--- config.mk ---
export PLATFORM = sky130hd
export DESIGN_NAME = counter_display_driver
export DESIGN_NICKNAME = d
export VERILOG_FILES = /design/src/rtl/counter_display_driver.sv
export SDC_FILE = /design/constraint.sdc
export NUM_CORES = 1
export LEC_CHECK = 0
export ABC_AREA = 0
export CORE_ASPECT_RATIO = 0.6
export CORE_UTILIZATION = 60
export DETAILED_ROUTE_END_ITERATION = 8
export GPL_ROUTABILITY_DRIVEN = 1
export PLACE_DENSITY_LB_ADDON = 0.12
export SYNTH_ARGS = -nofsm -noshare
export SYNTH_HDL_FRONTEND = slang
export SYNTH_SLANG_ARGS = --single-unit
--- constraint.sdc ---
create_clock -name clk -period 4.55 [get_ports clk]
set_input_delay 0.91 -clock clk [delete_from_list [all_inputs] [get_ports clk]]
set_output_delay 0.91 -clock clk [all_outputs]
set_load 0.02 [all_outputs]
--- src/rtl/counter_display_driver.sv ---
// Binary counter value -> BCD via 16-step double-dabble FSM, shown on a 5-digit
// multiplexed 7-segment display. BCD latency is 17 cycles; the scanner free-runs and never stalls.
module counter_display_driver #(
    parameter int REFRESH_DIV    = 4,
    parameter bit SEG_ACTIVE_LOW = 1'b1,
    parameter bit AN_ACTIVE_LOW  = 1'b1,
    parameter bit BLANK_LZ       = 1'b1
) (
    input  logic        clk,
    input  logic        reset_n,
    input  logic [15:0] counter,
    output logic [19:0] bcd,
    output logic        busy,
    output logic [4:0]  an,
    output logic [6:0]  seg,
    output logic        dp
);

    localparam int RW = (REFRESH_DIV > 1) ? $clog2(REFRESH_DIV) : 1;
    localparam logic [RW-1:0] RMAX = RW'(REFRESH_DIV - 1);

    typedef enum logic [1:0] {IDLE, SHIFT, DONE} state_t;

    state_t        state_q, state_d;
    logic [15:0]   snap_q, snap_d;
    logic [35:0]   work_q, work_d;
    logic [35:0]   adj;
    logic [3:0]    cnt_q, cnt_d;
    logic [19:0]   bcd_q, bcd_d;
    logic [RW-1:0] rcnt_q, rcnt_d;
    logic [2:0]    idx_q, idx_d;

    logic [3:0]    nib;
    logic          upper_zero;
    logic          blank;
    logic [4:0]    an_h;
    logic [6:0]    seg_h;

    always_ff @(posedge clk or negedge reset_n) begin
        if (!reset_n) begin
            state_q <= IDLE;
            snap_q  <= 16'd0;
            work_q  <= 36'd0;
            cnt_q   <= 4'd0;
            bcd_q   <= 20'd0;
            rcnt_q  <= '0;
            idx_q   <= 3'd0;
        end else begin
            state_q <= state_d;
            snap_q  <= snap_d;
            work_q  <= work_d;
            cnt_q   <= cnt_d;
            bcd_q   <= bcd_d;
            rcnt_q  <= rcnt_d;
            idx_q   <= idx_d;
        end
    end

    always_comb begin
        state_d = state_q;
        snap_d  = snap_q;
        work_d  = work_q;
        cnt_d   = cnt_q;
        bcd_d   = bcd_q;
        adj     = work_q;
        // Nibbles only ever reach 9 before adjust, so a 4-bit +3 cannot wrap.
        for (int i = 0; i < 5; i++) begin
            if (work_q[16+4*i +: 4] >= 4'd5)
                adj[16+4*i +: 4] = work_q[16+4*i +: 4] + 4'd3;
        end
        case (state_q)
            IDLE: begin
                if (counter != snap_q) begin
                    snap_d  = counter;
                    work_d  = {20'd0, counter};
                    cnt_d   = 4'd0;
                    state_d = SHIFT;
                end
            end
            SHIFT: begin
                work_d = adj << 1;
                cnt_d  = cnt_q + 4'd1;
                if (cnt_q == 4'd15)
                    state_d = DONE;
            end
            DONE: begin
                bcd_d   = work_q[35:16];
                state_d = IDLE;
            end
            default: state_d = IDLE;
        endcase
    end

    always_comb begin
        rcnt_d = rcnt_q + RW'(1);
        idx_d  = idx_q;
        if (rcnt_q == RMAX) begin
            rcnt_d = '0;
            idx_d  = (idx_q == 3'd4) ? 3'd0 : idx_q + 3'd1;
        end
    end

    // Display path depends only on idx_q and bcd_q, so it cannot glitch with the FSM.
    always_comb begin
        nib        = 4'd0;
        upper_zero = 1'b0;
        case (idx_q)
            3'd0: begin nib = bcd_q[3:0];   upper_zero = 1'b0;                end
            3'd1: begin nib = bcd_q[7:4];   upper_zero = (bcd_q[19:4]  == 16'd0); end
            3'd2: begin nib = bcd_q[11:8];  upper_zero = (bcd_q[19:8]  == 12'd0); end
            3'd3: begin nib = bcd_q[15:12]; upper_zero = (bcd_q[19:12] == 8'd0);  end
            3'd4: begin nib = bcd_q[19:16]; upper_zero = (bcd_q[19:16] == 4'd0);  end
            default: begin nib = 4'd0; upper_zero = 1'b0; end
        endcase
    end

    always_comb begin
        blank = BLANK_LZ && upper_zero;
        an_h  = blank ? 5'd0 : (5'b00001 << idx_q);
        seg_h = 7'h00;
        if (!blank) begin
            case (nib)
                4'd0: seg_h = 7'h3F;
                4'd1: seg_h = 7'h06;
                4'd2: seg_h = 7'h5B;
                4'd3: seg_h = 7'h4F;
                4'd4: seg_h = 7'h66;
                4'd5: seg_h = 7'h6D;
                4'd6: seg_h = 7'h7D;
                4'd7: seg_h = 7'h07;
                4'd8: seg_h = 7'h7F;
                4'd9: seg_h = 7'h6F;
                default: seg_h = 7'h00;
            endcase
        end
    end

    assign bcd  = bcd_q;
    assign busy = (state_q != IDLE);
    assign an   = AN_ACTIVE_LOW  ? ~an_h  : an_h;
    assign seg  = SEG_ACTIVE_LOW ? ~seg_h : seg_h;
    assign dp   = SEG_ACTIVE_LOW ? 1'b1 : 1'b0;

endmodule
==> results of run 1 <==
layer usage:
metal  track usage  up-vias  routed length (µm)
met4       0.06250        0                  61
met1        0.3718     1631                4484
met5             0        -                   0
met3       0.08438       10                 512
met2        0.4039       98                4141
li1              -     1535                   -
flip-flops by register name, indices dropped and copies added (netlist names):
| signal | cells |
|---|---|
| bcd | 20 |
| state_q | 2 |
| work_q | 36 |
| cnt_q | 4 |
| idx_q | 3 |
| rcnt_q | 2 |
| snap_q | 16 |
worst max-delay path, delay by kind of cell (launching register included):
family | cells | cell delay (ns)
flops | 1 | 0.40
fa+ha+maj | 2 | 0.73
simple gates | 1 | 0.07
compound gates | 3 | 0.67
buf+inv | 4 | 1.08
cells in the mapped netlist (5+ instances only):
cell | instances | share of area
xnor2_1 | 21 | 0.043
ha_1 | 22 | 0.064
o22ai_1 | 10 | 0.014
clkbuf_1 | 11 | 0.0095
dfrtp_1 | 83 | 0.48
mux2_2 | 37 | 0.096
nor4b_1 | 5 | 0.010
inv_1 | 17 | 0.015
a21oi_1 | 18 | 0.021
o21ai_0 | 23 | 0.027
nand2b_1 | 8 | 0.012
nor2_1 | 11 | 0.0095
nand3_1 | 9 | 0.010
and2_1 | 15 | 0.022
a221o_1 | 15 | 0.035
nand2_1 | 35 | 0.030
a31oi_1 | 5 | 0.0072
kinds of logic after synthesis:
group,Yosys count,share of synthesized area
flops,83,0.4803
other cells,1,0.0008672
fa+ha+maj,22,0.06366
xor+xnor,25,0.05064
mux,39,0.1010
compound gates,92,0.1441
simple gates,100,0.1201
buf+inv,37,0.03935
worst max-delay path by stage:
stage             start  endpoint  slack [ns]  cells past startpoint
2_1_floorplan  idx_q[2]    seg[3]        1.33                     10
3_3_place_gp   idx_q[0]    seg[3]        0.90                     10
3_5_place_dp   idx_q[0]    seg[3]        0.77                     10
4_1_cts        idx_q[0]    seg[3]        0.39                     10
5_1_grt        idx_q[0]    seg[3]        0.15                     10
6_report       idx_q[0]    seg[3]        0.35                     10
stage by stage:
| stage | power [mW] | std cells |
|---|---|---|
| detailed placement | 3.001 | 520 |
| global placement | 2.926 | 520 |
| floorplan | 2.458 | 399 |
| global route | 4.056 | 534 |
| CTS | 3.802 | 534 |
| finish | 3.796 | 534 |
report_power, final:
group | internal [mW] | switching, mW
clock network | 0.504 | 0.274
registers | 1.05 | 0.282
logic | 0.824 | 0.859
final cells by class:
type	count	area (µm²)
tap	87	108.9
clock buffer	12	256.5
inverter	17	63.81
clock inverter	2	60.06
multi-input combinational	279	2085
timing repair buffer	54	540.5
fill	468	1629
sequential	83	2077
cells in the final DEF, fill, tap and decap left out, drive strengths merged, types with 12 or more instances in the layout:
cell and instances:
a221o 15, clkdlybuf4s50 49, clkbuf 12, nand2 35, o21ai 24, dfrtp 83
mux2 37, and2 15, ha 22, inv 17, a21oi 18, xnor2 21
==> summary.md, run 1 <==
| Metric | Value |
|---|---|
| Outcome | `finished, violations left` |
| Violated checks | `design-rule violations` |
| Synthesized cell area | `between 0.004 and 0.005 mm²` |
| Share of layout cells above drive strength 1 | `0.1298` |
| Sum of negative setup slack | `0 ns` |
| DR vias/cell | `slightly above 6` |
| Ys async rst share | `1.000` |
| Sequential fraction of the synthesis area | `0.4803` |
| Worst slew margin | `0.3188` |
| Fmax | `around 240 MHz` |
| First-pass GRT wire length | `roughly 15 mm` |
| CTS Hold Bufs | `0` |
| Grt ovf | `0` |
| Final core occ | `0.7611` |
| Clock-pin transition on the worst setup and hold timing paths | `~0.060 ns` |
| RSZ-0062 raised after global routing | `no` |
| Crit-path max cell delay | `roughly 0.62 ns` |
| Post-synthesis cell count | `about 400` |
| Vias | `between 3000 and 4000` |
| Slowest-stage cell, CP | `clkdlybuf4s50_1` |
| Post-DRT Antenna Nets | `0` |
| Die area | `0.007562 mm²` |
| Synth warn | `0` |
| Number of synthesized flops with an enable pin | `0` |
| CP max FO | `10` |
| Number of nets in the layout | `slightly below 500` |
| Syn Area/Cell | `between 10 and 15 µm²` |
| Slew at the pin closest to its max-slew limit | `between 1 and 1.5 ns` |
| ANT cells | `0` |
| Final Hold Vio Count | `0` |
| CTS Root Cell | `clkbuf_16` |
| Clk_lat worst skew | `between 0.3 and 0.4 ns` |
| Dpl hpwl | `about 6.2 mm` |
| GP Congestion | `0.9315` |
| Cts bufs inserted | `9` |
| H-tree levels | `3` |
| Crit path arrival time | `~3.3 ns` |
| Initial antenna violation count | `0` |
| Gr usage total | `0.2650` |
| Post-CTS resize count | `0` |
| Worst Hold Launch | `rcnt_q[0]` |
| Hold Path Sink | `rcnt_q[0]` |
| Top_reg_cell synth | `dfrtp_1` |
| DP Area | `0.004875 mm²` |
| I/O Buffers | `50` |
| Hold_ws | `roughly 0.44 ns` |
| Pin count of the biggest net entering global routing | `between 80 and 90` |
| Chip Height | `about 68 µm` |
| Routed wire per std cell | `17.22 µm` |
| Critical path required time | `between 3 and 4 ns` |
| Area Overhead vs Synth | `20.05%` |
| Starting DRT DRC Count | `between 200 and 250` |
| # IOs | `52` |
| Max VDD drop | `approximately 420 µV` |
| Crit-path cells | `inv_1, ha_1, inv_1, o221ai_1, inv_1, ha_1, nand2_1, a21oi_1, o21ai_0, clkdlybuf4s50_1` |
| RR Startpoint | `snap_q[14]` |
| Final setup fails | `0` |
| Die Span X | `about 110 µm` |
| Startpoint Class | `flip-flop` |
| Final Critical Period | `about 4.2 ns` |
| WHS Path Cells | `1` |
| Yosys reg bits | `83` |
| Most frequent CP cell | `inv_1` |
| Final Max Slew Viols | `0` |
| End of the worst register-to-register path | `work_q[14]` |
| Cell count of the worst reg-to-reg path | `6` |
| Max Cap Viol | `0` |
| Net Count, Synth | `around 440` |
| PwrDens | `731.2 mW/mm²` |
| Crit end category | `primary output` |
| R2R Setup Slk | `~2.4 ns` |
| DRT Wirelength | `roughly 9.2 mm` |
| Final instance area | `roughly 0.0052 mm²` |
| CTS tree | `done` |
| Pre-antenna DRT Iters | `9` |
| Clock skew | `about 0.0057 ns` |
| Core box area | `0.006820 mm²` |
| Period utilization | `0.9233` |
| Initial core utilization | `0.6340` |
| Clk sink count | `83` |
| FP Rows | `23` |
| Critical path class | `flip-flop to primary output` |
| Distinct cells, synth | `between 40 and 50` |
| Final setup margin | `0.3489 ns` |
| Post-CTS Repair Setup Buffers | `0` |
| Lkg Pwr | `roughly 2.2 nW` |
| Clock buffer depth | `2` |
| Remaining DRCs | `6` |
| Dpl ws | `around 0.77 ns` |
| HP Class | `flip-flop to flip-flop` |
| Number of global-route vias before repair | `~3100` |
Power figures use the tool's default switching activity.
==> inputs of run 2 (changes only) <==
--- a/config.mk
+++ b/config.mk
@@ -7,7 +7,9 @@
 export LEC_CHECK = 0
 export ABC_AREA = 0
 export CORE_ASPECT_RATIO = 0.6
+export CORE_MARGIN = 2
 export CORE_UTILIZATION = 60
+export CTS_CLUSTER_SIZE = 16
 export DETAILED_ROUTE_END_ITERATION = 8
 export GPL_ROUTABILITY_DRIVEN = 1
 export PLACE_DENSITY_LB_ADDON = 0.12
==> run 2 against run 1 <==
  * The run now ends clean
  * Wire length grew 4.6%
  * Non-clock buffer count increased by 1
  * Die area increased by 4.8%
  * Global-route usage fell by 0.55 points
  * Via count shrank 1.2%
  * Clock-buffer cell count up 1
  * Critical path type unchanged
==> summary.md, run 2 (same netlist as run 1, synthesis figures left out) <==
| Metric | Value |
|---|---|
| Outcome | `finished, final reports clean` |
| Most frequent cells in the layout | `dfrtp_1 (83), clkdlybuf4s50_1 (49), mux2_2 (37)` |
| Vias | `3235 (-1.2%)` |
| Clk_lat worst skew | `0.33 ns (about the same)` |
| RSZ-0062 raised after global routing | `no` |
| PwrDens | `730.4 mW/mm² (-0.11%)` |
| Clock buffer depth | `2 (unchanged)` |
| Post-CTS Repair Setup Buffers | `0 (unchanged)` |
| Startpoint Class | `flip-flop` |
| DRT Wirelength | `9.624 mm (+4.6%)` |
| Most common cell after layout, fill and taps aside | `dfrtp_1` |
| CTS Hold Bufs | `0 (unchanged)` |
| H-tree levels | `3 (unchanged)` |
| Gr usage total | `0.2595 (-0.005526)` |
| Crit path arrival time | `3.29 ns (about the same)` |
| Lkg Pwr | `2.193 nW (-0.13%)` |
| Sequential Area | `0.002077 mm² (unchanged)` |
| Die Span X | `113.6 µm (+1.8%)` |
| DR vias/cell | `6.035 (-1.6%)` |
| FP Rows | `23 (unchanged)` |
| Final Critical Period | `4.205 ns (+0.003808 ns)` |
| Biggest register | `work_q` |
| Number of nets in the layout | `485 (+0.21%)` |
| Pin count of the biggest net entering global routing | `84 (unchanged)` |
| Grt ovf | `0 (unchanged)` |
| Crit end category | `primary output` |
| Max reg flops | `36 (unchanged)` |
| Starting DRT DRC Count | `247 (+9.8%)` |
| GP Congestion | `0.9259 (-0.60%)` |
| Final instance area | `0.005180 mm² (-0.22%)` |
| Layout filler cell count | `469 (+0.21%)` |
| Internal power | `2.363 mW (-0.75%)` |
| Gate power share | `0.443 (about the same)` |
| First-pass GRT wire length | `16.13 mm (+6.6%)` |
| Worst slew margin | `0.3201 (+0.001283)` |
| Clock-pin transition on the worst setup and hold timing paths | `0.06 ns (about the same)` |
| Crit path buf inv count | `4 (unchanged)` |
| Sw Ratio | `0.3754 (+0.002666)` |
| CP delay by family, top | `buffers and inverters` |
| CTS Root Cell | `clkbuf_16` |
| Clk sink count | `83 (unchanged)` |
| Post-CTS resize count | `0 (unchanged)` |
| Number of global-route vias before repair | `3166 (+2.9%)` |
| CTS tree | `done` |
| Max VDD drop | `421.4 µV (+1.3%)` |
| HP Class | `flip-flop to flip-flop` |
| Clock skew | `0.009323 ns (+0.003611 ns)` |
| Pre-antenna DRT Iters | `5 (-4)` |
| # IOs | `52 (unchanged)` |
| Clock share of power | `0.201 (-0.004)` |
| Routed wire per std cell | `17.96 µm (+4.2%)` |
| Max Cap Viol | `0 (unchanged)` |
| Crit-path cells | `inv_1, ha_1, inv_1, o221ai_1, inv_1, ha_1, nand2_1, a21oi_1, o21ai_0, clkdlybuf4s50_1` |
| Most frequent CP cell | `inv_1` |
| Final core occ | `0.7595 (-0.001651)` |
| Core box area | `0.006820 mm² (unchanged)` |
| Die area | `0.007924 mm² (+4.8%)` |
| Switching pwr | `1.421 mW (+0.39%)` |
| Chip Height | `69.76 µm (+3.0%)` |
| Critical path class | `flip-flop to primary output` |
| Slowest-stage cell, CP | `clkdlybuf4s50_1` |
| I/O Buffers | `50 (unchanged)` |
| Area of the multi-input gates | `0.002085 mm² (unchanged)` |
| Share of layout cells above drive strength 1 | `0.1292 (-0.0005780)` |
| Final Max Slew Viols | `0 (unchanged)` |
| Cts bufs inserted | `9 (unchanged)` |
| CP max FO | `10 (unchanged)` |
| Critical path required time | `3.64 ns (about the same)` |
| Slew at the pin closest to its max-slew limit | `1.020 ns (-0.001925 ns)` |
| Crit-path max cell delay | `0.68 ns (+0.06 ns)` |
| Dpl hpwl | `6.711 mm (+8.4%)` |
| Area Overhead vs Synth | `19.79%` |
| Final Hold Vio Count | `0 (unchanged)` |
| Final setup fails | `0 (unchanged)` |
| Remaining DRCs | `0 (-6)` |
| ANT cells | `0 (unchanged)` |
| Fmax | `237.8 MHz (about the same)` |
| DP Area | `0.004870 mm² (-0.10%)` |
| Period utilization | `0.9242 (about the same)` |
| Sequential power share | `0.356 (+0.004)` |
| Initial antenna violation count | `0 (unchanged)` |
| Post-DRT Antenna Nets | `0 (unchanged)` |
| Initial core utilization | `0.6340 (unchanged)` |
| Sum of negative setup slack | `0 ns (unchanged)` |
## run 2: cell count changes in the layout (fill, tap and decap cells not counted)
cell	delta
clkbuf_8	-1
clkbuf_1	+2
buf_4	+2
buf_12	-1
## run 2: per-stage QoR
stage	setup WS [ns]	std cells	hold slack, ns	total power [mW]
6_report	0.3451	536	0.4613	3.784
5_1_grt	0.1387	536	0.4709	4.036
4_1_cts	0.3874	536	0.4562	3.800
3_5_place_dp	0.7686	521	0.4200	3.015
3_3_place_gp	0.8976	521	0.4138	2.923
2_1_floorplan	1.333	399	0.4031	2.458
## run 2: final cells by class
type / instances / share of cell area
Tap cell: 87 / 0.02101
Clock inverter: 2 / 0.01159
Multi-Input combinational cell: 279 / 0.4024
Inverter: 17 / 0.01232
Sequential cell: 83 / 0.4010
Clock buffer: 13 / 0.04831
Timing Repair Buffer: 55 / 0.1034
## run 2: power groups by stage
| stage | clock [mW] | combinational [mW] | sequential [mW] |
|---|---|---|---|
| final | 0.759 | 1.68 | 1.35 |
| after global routing | 0.803 | 1.85 | 1.39 |
| after CTS | 0.775 | 1.69 | 1.34 |
| after detailed placement | 0 | 1.67 | 1.34 |
| after global placement | 0 | 1.60 | 1.32 |
| after floorplan | 0 | 1.14 | 1.32 |
## run 2: path summary, 6_finish.rpt
kind                            startpoint          to  slack [ns]  depth (start not counted)
worst min register to register   rcnt_q[0]   rcnt_q[0]        0.46                          1
worst max-delay path              idx_q[0]      seg[5]        0.35                         10
min in group asynchronous          reset_n   snap_q[8]        0.75                          1
max in group asynchronous          reset_n     bcd[18]        3.14                          1
worst min-delay path             rcnt_q[0]   rcnt_q[0]        0.46                          1
worst max register to register  snap_q[14]  work_q[14]        2.34                          6
## run 2: per-layer routing
layer / routed length, µm / part of all wire / global-route usage / up-vias
li1: - / - / - / 1528
met1: 4662 / 0.48 / 0.3790 / 1599
met4: 57 / 0.0059 / 0.05285 / 0
met5: 0 / 0 / 0 / -
met3: 448 / 0.047 / 0.06119 / 9
met2: 4456 / 0.46 / 0.3992 / 99
==> inputs of run 3 (changes only) <==
--- a/config.mk
+++ b/config.mk
@@ -6,6 +6,7 @@
 export NUM_CORES = 1
 export LEC_CHECK = 0
 export ABC_AREA = 0
+export ABC_CLOCK_PERIOD_IN_PS = 4550
 export CORE_ASPECT_RATIO = 0.6
 export CORE_MARGIN = 2
 export CORE_UTILIZATION = 60
==> results of run 3 <==
The final DEF is identical to that of run 2; final timing and power are the same.
